--- src/rtl/set_time_ctrl.sv ---
// set_time_ctrl: debounced up/down/confirm controller for the set-time menu value (optional wrap via SET_TIME_WRAP_EN)
module set_time_ctrl #(
  parameter int MIN_TIME        = 30,
  parameter int MAX_TIME        = 240,
  parameter int STEP            = 15,
  parameter int DEFAULT_TIME    = 90,
  parameter int DEBOUNCE_CYCLES = 1000000,
  parameter int HOLD_CYCLES     = 50000000,
  parameter int REPEAT_CYCLES   = 20000000
) (
  input  logic       clk,
  input  logic       reset,
  input  logic       enable,
  input  logic       btn_up,
  input  logic       btn_down,
  input  logic       btn_confirm,
  output logic [7:0] max_time,
  output logic       editing,
  output logic       time_set
);
  localparam int DW = $clog2(DEBOUNCE_CYCLES + 1);
  localparam int TW = $clog2((HOLD_CYCLES > REPEAT_CYCLES ? HOLD_CYCLES : REPEAT_CYCLES) + 1);
  localparam logic [DW-1:0] DB_LIM   = DW'(DEBOUNCE_CYCLES - 1);
  localparam logic [TW-1:0] HOLD_LIM = TW'(HOLD_CYCLES - 1);
  localparam logic [TW-1:0] REP_LIM  = TW'(REPEAT_CYCLES - 1);
  localparam logic [8:0] MIN9  = 9'(MIN_TIME);
  localparam logic [8:0] MAX9  = 9'(MAX_TIME);
  localparam logic [8:0] STEP9 = 9'(STEP);
  localparam logic [7:0] MIN8  = 8'(MIN_TIME);
  localparam logic [7:0] MAX8  = 8'(MAX_TIME);
  localparam logic [7:0] STEP8 = 8'(STEP);
  typedef enum logic [1:0] {IDLE, EDIT, DONE} state_t;
  state_t state, state_n;
  logic [2:0] raw, s1, s2, db, db_q, press;
  logic [DW-1:0] cnt [3];
  logic [TW-1:0] tmr;
  logic rep_act, rep_ph, up_h, dn_h, one_held, stay_edit, rep_fire, cur_press, do_step;
  logic [8:0] cur9, sum;
  logic [7:0] up_val, dn_val;
  assign raw = {btn_confirm, btn_down, btn_up};
  // Synchronize raw buttons and debounce: level flips only after DEBOUNCE_CYCLES consecutive differing samples
  always_ff @(posedge clk or posedge reset)
    if (reset) begin
      s1   <= '0;
      s2   <= '0;
      db   <= '0;
      db_q <= '0;
      for (int k = 0; k < 3; k++) cnt[k] <= '0;
    end else begin
      s1   <= raw;
      s2   <= s1;
      db_q <= db;
      for (int k = 0; k < 3; k++)
        if (s2[k] == db[k]) cnt[k] <= '0;
        else if (cnt[k] == DB_LIM) begin
          db[k]  <= s2[k];
          cnt[k] <= '0;
        end else cnt[k] <= cnt[k] + 1'b1;
    end
  // Press events, FSM next state, step decision and saturating/wrapping step arithmetic
  always_comb begin
    press     = db & ~db_q;
    up_h      = db[0];
    dn_h      = db[1];
    one_held  = up_h ^ dn_h;
    state_n   = state == IDLE ? (enable ? EDIT : IDLE) :
                state == EDIT ? (!enable ? IDLE : press[2] ? DONE : EDIT) :
                                (enable ? DONE : IDLE);
    stay_edit = state == EDIT && state_n == EDIT;
    rep_fire  = rep_act && tmr == (rep_ph ? REP_LIM : HOLD_LIM);
    cur_press = up_h ? press[0] : press[1];
    do_step   = stay_edit && one_held && (cur_press || rep_fire);
    cur9      = {1'b0, max_time};
    sum       = cur9 + STEP9;
`ifdef SET_TIME_WRAP_EN
    up_val    = cur9 == MAX9 ? MIN8 : sum > MAX9 ? MAX8 : sum[7:0];
    dn_val    = cur9 == MIN9 ? MAX8 : cur9 < MIN9 + STEP9 ? MIN8 : max_time - STEP8;
`else
    up_val    = sum > MAX9 ? MAX8 : sum[7:0];
    dn_val    = cur9 < MIN9 + STEP9 ? MIN8 : max_time - STEP8;
`endif
  end
  // State register
  always_ff @(posedge clk or posedge reset)
    if (reset) state <= IDLE;
    else state <= state_n;
  // Auto-repeat timer: hold delay after a press step, then repeat period; cleared unless exactly one button held in EDIT
  always_ff @(posedge clk or posedge reset)
    if (reset) begin
      rep_act <= 1'b0;
      rep_ph  <= 1'b0;
      tmr     <= '0;
    end else if (!(stay_edit && one_held)) begin
      rep_act <= 1'b0;
      rep_ph  <= 1'b0;
      tmr     <= '0;
    end else if (do_step) begin
      rep_act <= 1'b1;
      rep_ph  <= !cur_press;
      tmr     <= '0;
    end else if (rep_act) tmr <= tmr + 1'b1;
  // Registered outputs: value, editing flag, one-cycle confirm pulse
  always_ff @(posedge clk or posedge reset)
    if (reset) begin
      max_time <= 8'(DEFAULT_TIME);
      editing  <= 1'b0;
      time_set <= 1'b0;
    end else begin
      max_time <= do_step ? (up_h ? up_val : dn_val) : max_time;
      editing  <= state_n == EDIT;
      time_set <= state == EDIT && state_n == DONE;
    end
endmodule

--- config.mk ---
export PLATFORM = sky130hd
export DESIGN_NAME = set_time_ctrl
export DESIGN_NICKNAME = d
export VERILOG_FILES = /design/src/rtl/set_time_ctrl.sv
export SDC_FILE = /design/constraint.sdc
export NUM_CORES = 1
export LEC_CHECK = 0
export CORE_AREA = 3 3 139 141
export CTS_CLUSTER_DIAMETER = 200
export DETAILED_ROUTE_END_ITERATION = 10
export DIE_AREA = 0 0 142 144
export GPL_TIMING_DRIVEN = 0
export PLACE_DENSITY_LB_ADDON = 0.1
export SYNTH_ARGS = -nofsm -noshare
export SYNTH_HDL_FRONTEND = slang
export SYNTH_SLANG_ARGS = --single-unit
--- constraint.sdc ---
create_clock -name clk -period 3.4 [get_ports clk]
set_input_delay 0.34 -clock clk [delete_from_list [all_inputs] [get_ports clk]]
set_output_delay 0.34 -clock clk [all_outputs]
set_load 0.01 [all_outputs]
==> impl_metrics.toml <==
[status]
status = "completed"

[clock_network]
clkTransAtPathRegs_ps = 70
clockBufferDepth = 2
root_buffer = "clkbuf_16"
cts_setup_buffers = 0
htreeDepth = 3
cts_resized = 0
clkSinkCount = 112
ctsHoldBuffers = 0
clk_latency_ps = 350
cts_made_buffers = 9
cts_tree = "built"

[power_and_ir_drop]
power.density_mw_per_mm2 = 384
pwr-share-clk_pct = 41.4
vdd_drop_max_v = 0.000214
p_sw_share_pct = 22.0
sequentialPowerShare_pct = 55.7
leakage_uw = 0.00263
p_int_uw = 1900
power.total_uw = 2440
pwr-share-comb_pct = 3.0
power_switching_uw = 536

[yosys]
yosysUniqueCellTypes = 57
ys.flop_type = "dfrtp_1"
netlist_area_sq_mm = 0.00560
ys_ff_latch = 112
yosys-top-cells-area = "dfrtp_1 48%, xor2_1 7.2%, nor2_1 6.9%"
ys_seq_area_share_pct = 50.1
synth_cells = 576
syn_avg_cell_area_sq_um = 9.73
synth-edff-count = 0
yosys_warnings = 0
synth_top_area_share_pct = 48.2
async_flop_share_pct = 100
synth.net_count = 589
synth_largest_area_cell = "dfrtp_1"

[routing]
drt_iter0_drc = 146
routed-via-count = 4117
route.detailed.drc = 0
firstDrtPassIters = 4
wl_per_cell_um = 13.9
wl_mm = 11.6
routed_via_density = 4.92
postRouteAntennaNets = 0

[timing]
setup_viol = 0
drv_slew = 0
finalSetupTns_ps = 0
tightestPinTransition_ps = 781
holdWs_ps = 350
fin_crit_sh_pct = 75.2
clock.fmax_mhz = 391
grt_setup_unrepaired = "no"
relSlewSlack_pct = 47.5
hold_viol = 0
finalWorstPathRequiredPeriod_ps = 2560
clock_skew_ps = 7.82

[global_route]
grt_pass1_wl_mm = 20.4
grt_use_total_pct = 12.2
antenna_found_initial = 0
grt_pass1_vias = 4157
grt-ovfl-total = 0
grt_start_max_net_pins = 63

[critical_path]
reg2regPathDepth = 8
cp.required_ps = 3680
cp_max_fo = 11
crit_path_start_kind = "register"
crit_type = "register to register"
worstPathArrival_ps = 2830
r2r_slack_ps = 840
endpoint = "max_time[1]"
timing.rr.start = "max_time[0]"
critPathLaunch = "max_time[0]"
r2r-end = "max_time[1]"
critical_path.endpoint_type = "register"

[floorplan]
io_pins = 16
initial_core_util_pct = 31.0
rows = 49
die_w_um = 142
dieArea_sq_mm = 0.0204
die_h_um = 144
core_sq_mm = 0.0181

[worst_hold_path]
min_path_type = "register to register"
min_path_cells = 0
hold_start = "s1[0]"

[finish]
seq_area_sq_mm = 0.00281
final_core_util_pct = 35.1
multi_input_area_sq_mm = 0.00265
final_common_cell = "dfrtp_1"
diodes = 0
fill_cells = 1807
syn_to_final_growth_pct = 13.3
design_area_sq_mm = 0.00635
post_route_cells_drive_above_1_share_pct = 6.59
layout_common_cells = "108 x dfrtp_1, 103 x nor2_1, 46 x xor2_1"
nets = 616

[place]
gp_congestion = 0.826
dp_hpwl_mm = 7.96
dpl_cell_area_sq_mm = 0.00607
io_buffers = 15

[run]
drv_cap = 0
==> through the flow <==
step | instances | setup WS (ps)
5_1_grt | 836 | 665
3_3_place_gp | 820 | -1770
6_report | 836 | 843
2_1_floorplan | 576 | 108
3_5_place_dp | 821 | 868
4_1_cts | 836 | 829
==> final cells by class <==
| cell class | instances | share of cell area, % |
|---|---|---|
| Buffer | 19 | 1.62 |
| Clock inverter | 3 | 0.276 |
| Timing Repair Buffer | 16 | 2.80 |
| Inverter | 12 | 0.789 |
| Tap cell | 229 | 4.51 |
| Clock buffer | 12 | 4.04 |
| Sequential cell | 112 | 44.2 |
| Multi-Input combinational cell | 433 | 41.7 |
==> worst min path at each step <==
| stage | slack (ps) | to |
|---|---|---|
| after CTS | 350 | s2[0] |
| final | 350 | s2[0] |
| after detailed placement | 330 | s2[0] |
| after global placement | 340 | s2[2] |
| after global routing | 350 | s2[0] |
| after floorplan | 330 | s2[0] |
==> Yosys cell counts (4+ instances only) <==
cell type  count
dfrtp_1      108
or4_1          4
o21ai_0       13
nand4_1       15
buf_2          7
a21oi_1       14
nor2_1       103
a31oi_1        6
and4_1         8
nand2b_1       4
nand3b_1       4
dfstp_2        4
nor3_1        18
xor2_1        46
or3_1         11
clkbuf_1       8
ha_1           7
nor4_1         5
nand2_1       35
nand3_1       39
inv_1         12
xnor2_1       32
and3_1        23
==> metal layers <==
layer	track usage (%)	wire length, um	up-vias
met1	15.9	5670	2012
met2	20.1	5440	45
met4	3.13	111	0
met5	0	0	-
li1	-	-	2050
met3	3.57	358	10
==> logic make-up after synthesis <==
group	synth area share (%)
AO/OA/AOI/OAI	5.92
adder cells (fa/ha/maj)	1.56
AND/OR/NAND/NOR	27.0
buffers and inverters	2.63
XOR/XNOR	12.2
multiplexers	0.581
flip-flops	50.1
==> worst max-delay path, stage by stage (launching register included) <==
cell       delay [ps]
dfrtp_1           510
inv_1             110
ha_1              260
or3b_1            360
buf_2             170
or4b_4            510
a31oi_1           260
o2111ai_1         130
and3_1            170
==> power groups by stage <==
stage | clock (uW) | sequential (uW) | combinational [uW]
3_3_place_gp | 0 | 1380 | 70.4
2_1_floorplan | 0 | 1380 | 45.6
4_1_cts | 1060 | 1360 | 76.3
6_report | 1010 | 1360 | 71.9
3_5_place_dp | 0 | 1380 | 75.9
5_1_grt | 1110 | 1360 | 85.0
==> registers in the layout (all words and copies together) (netlist names) <==
name	count
s1	3
max_time	8
db	3
editing	1
rep_act	1
s2	3
rep_ph	1
tmr	26
db_q	3
cnt	60
state	2
time_set	1
No activity file was read; power rests on OpenSTA's default activity.
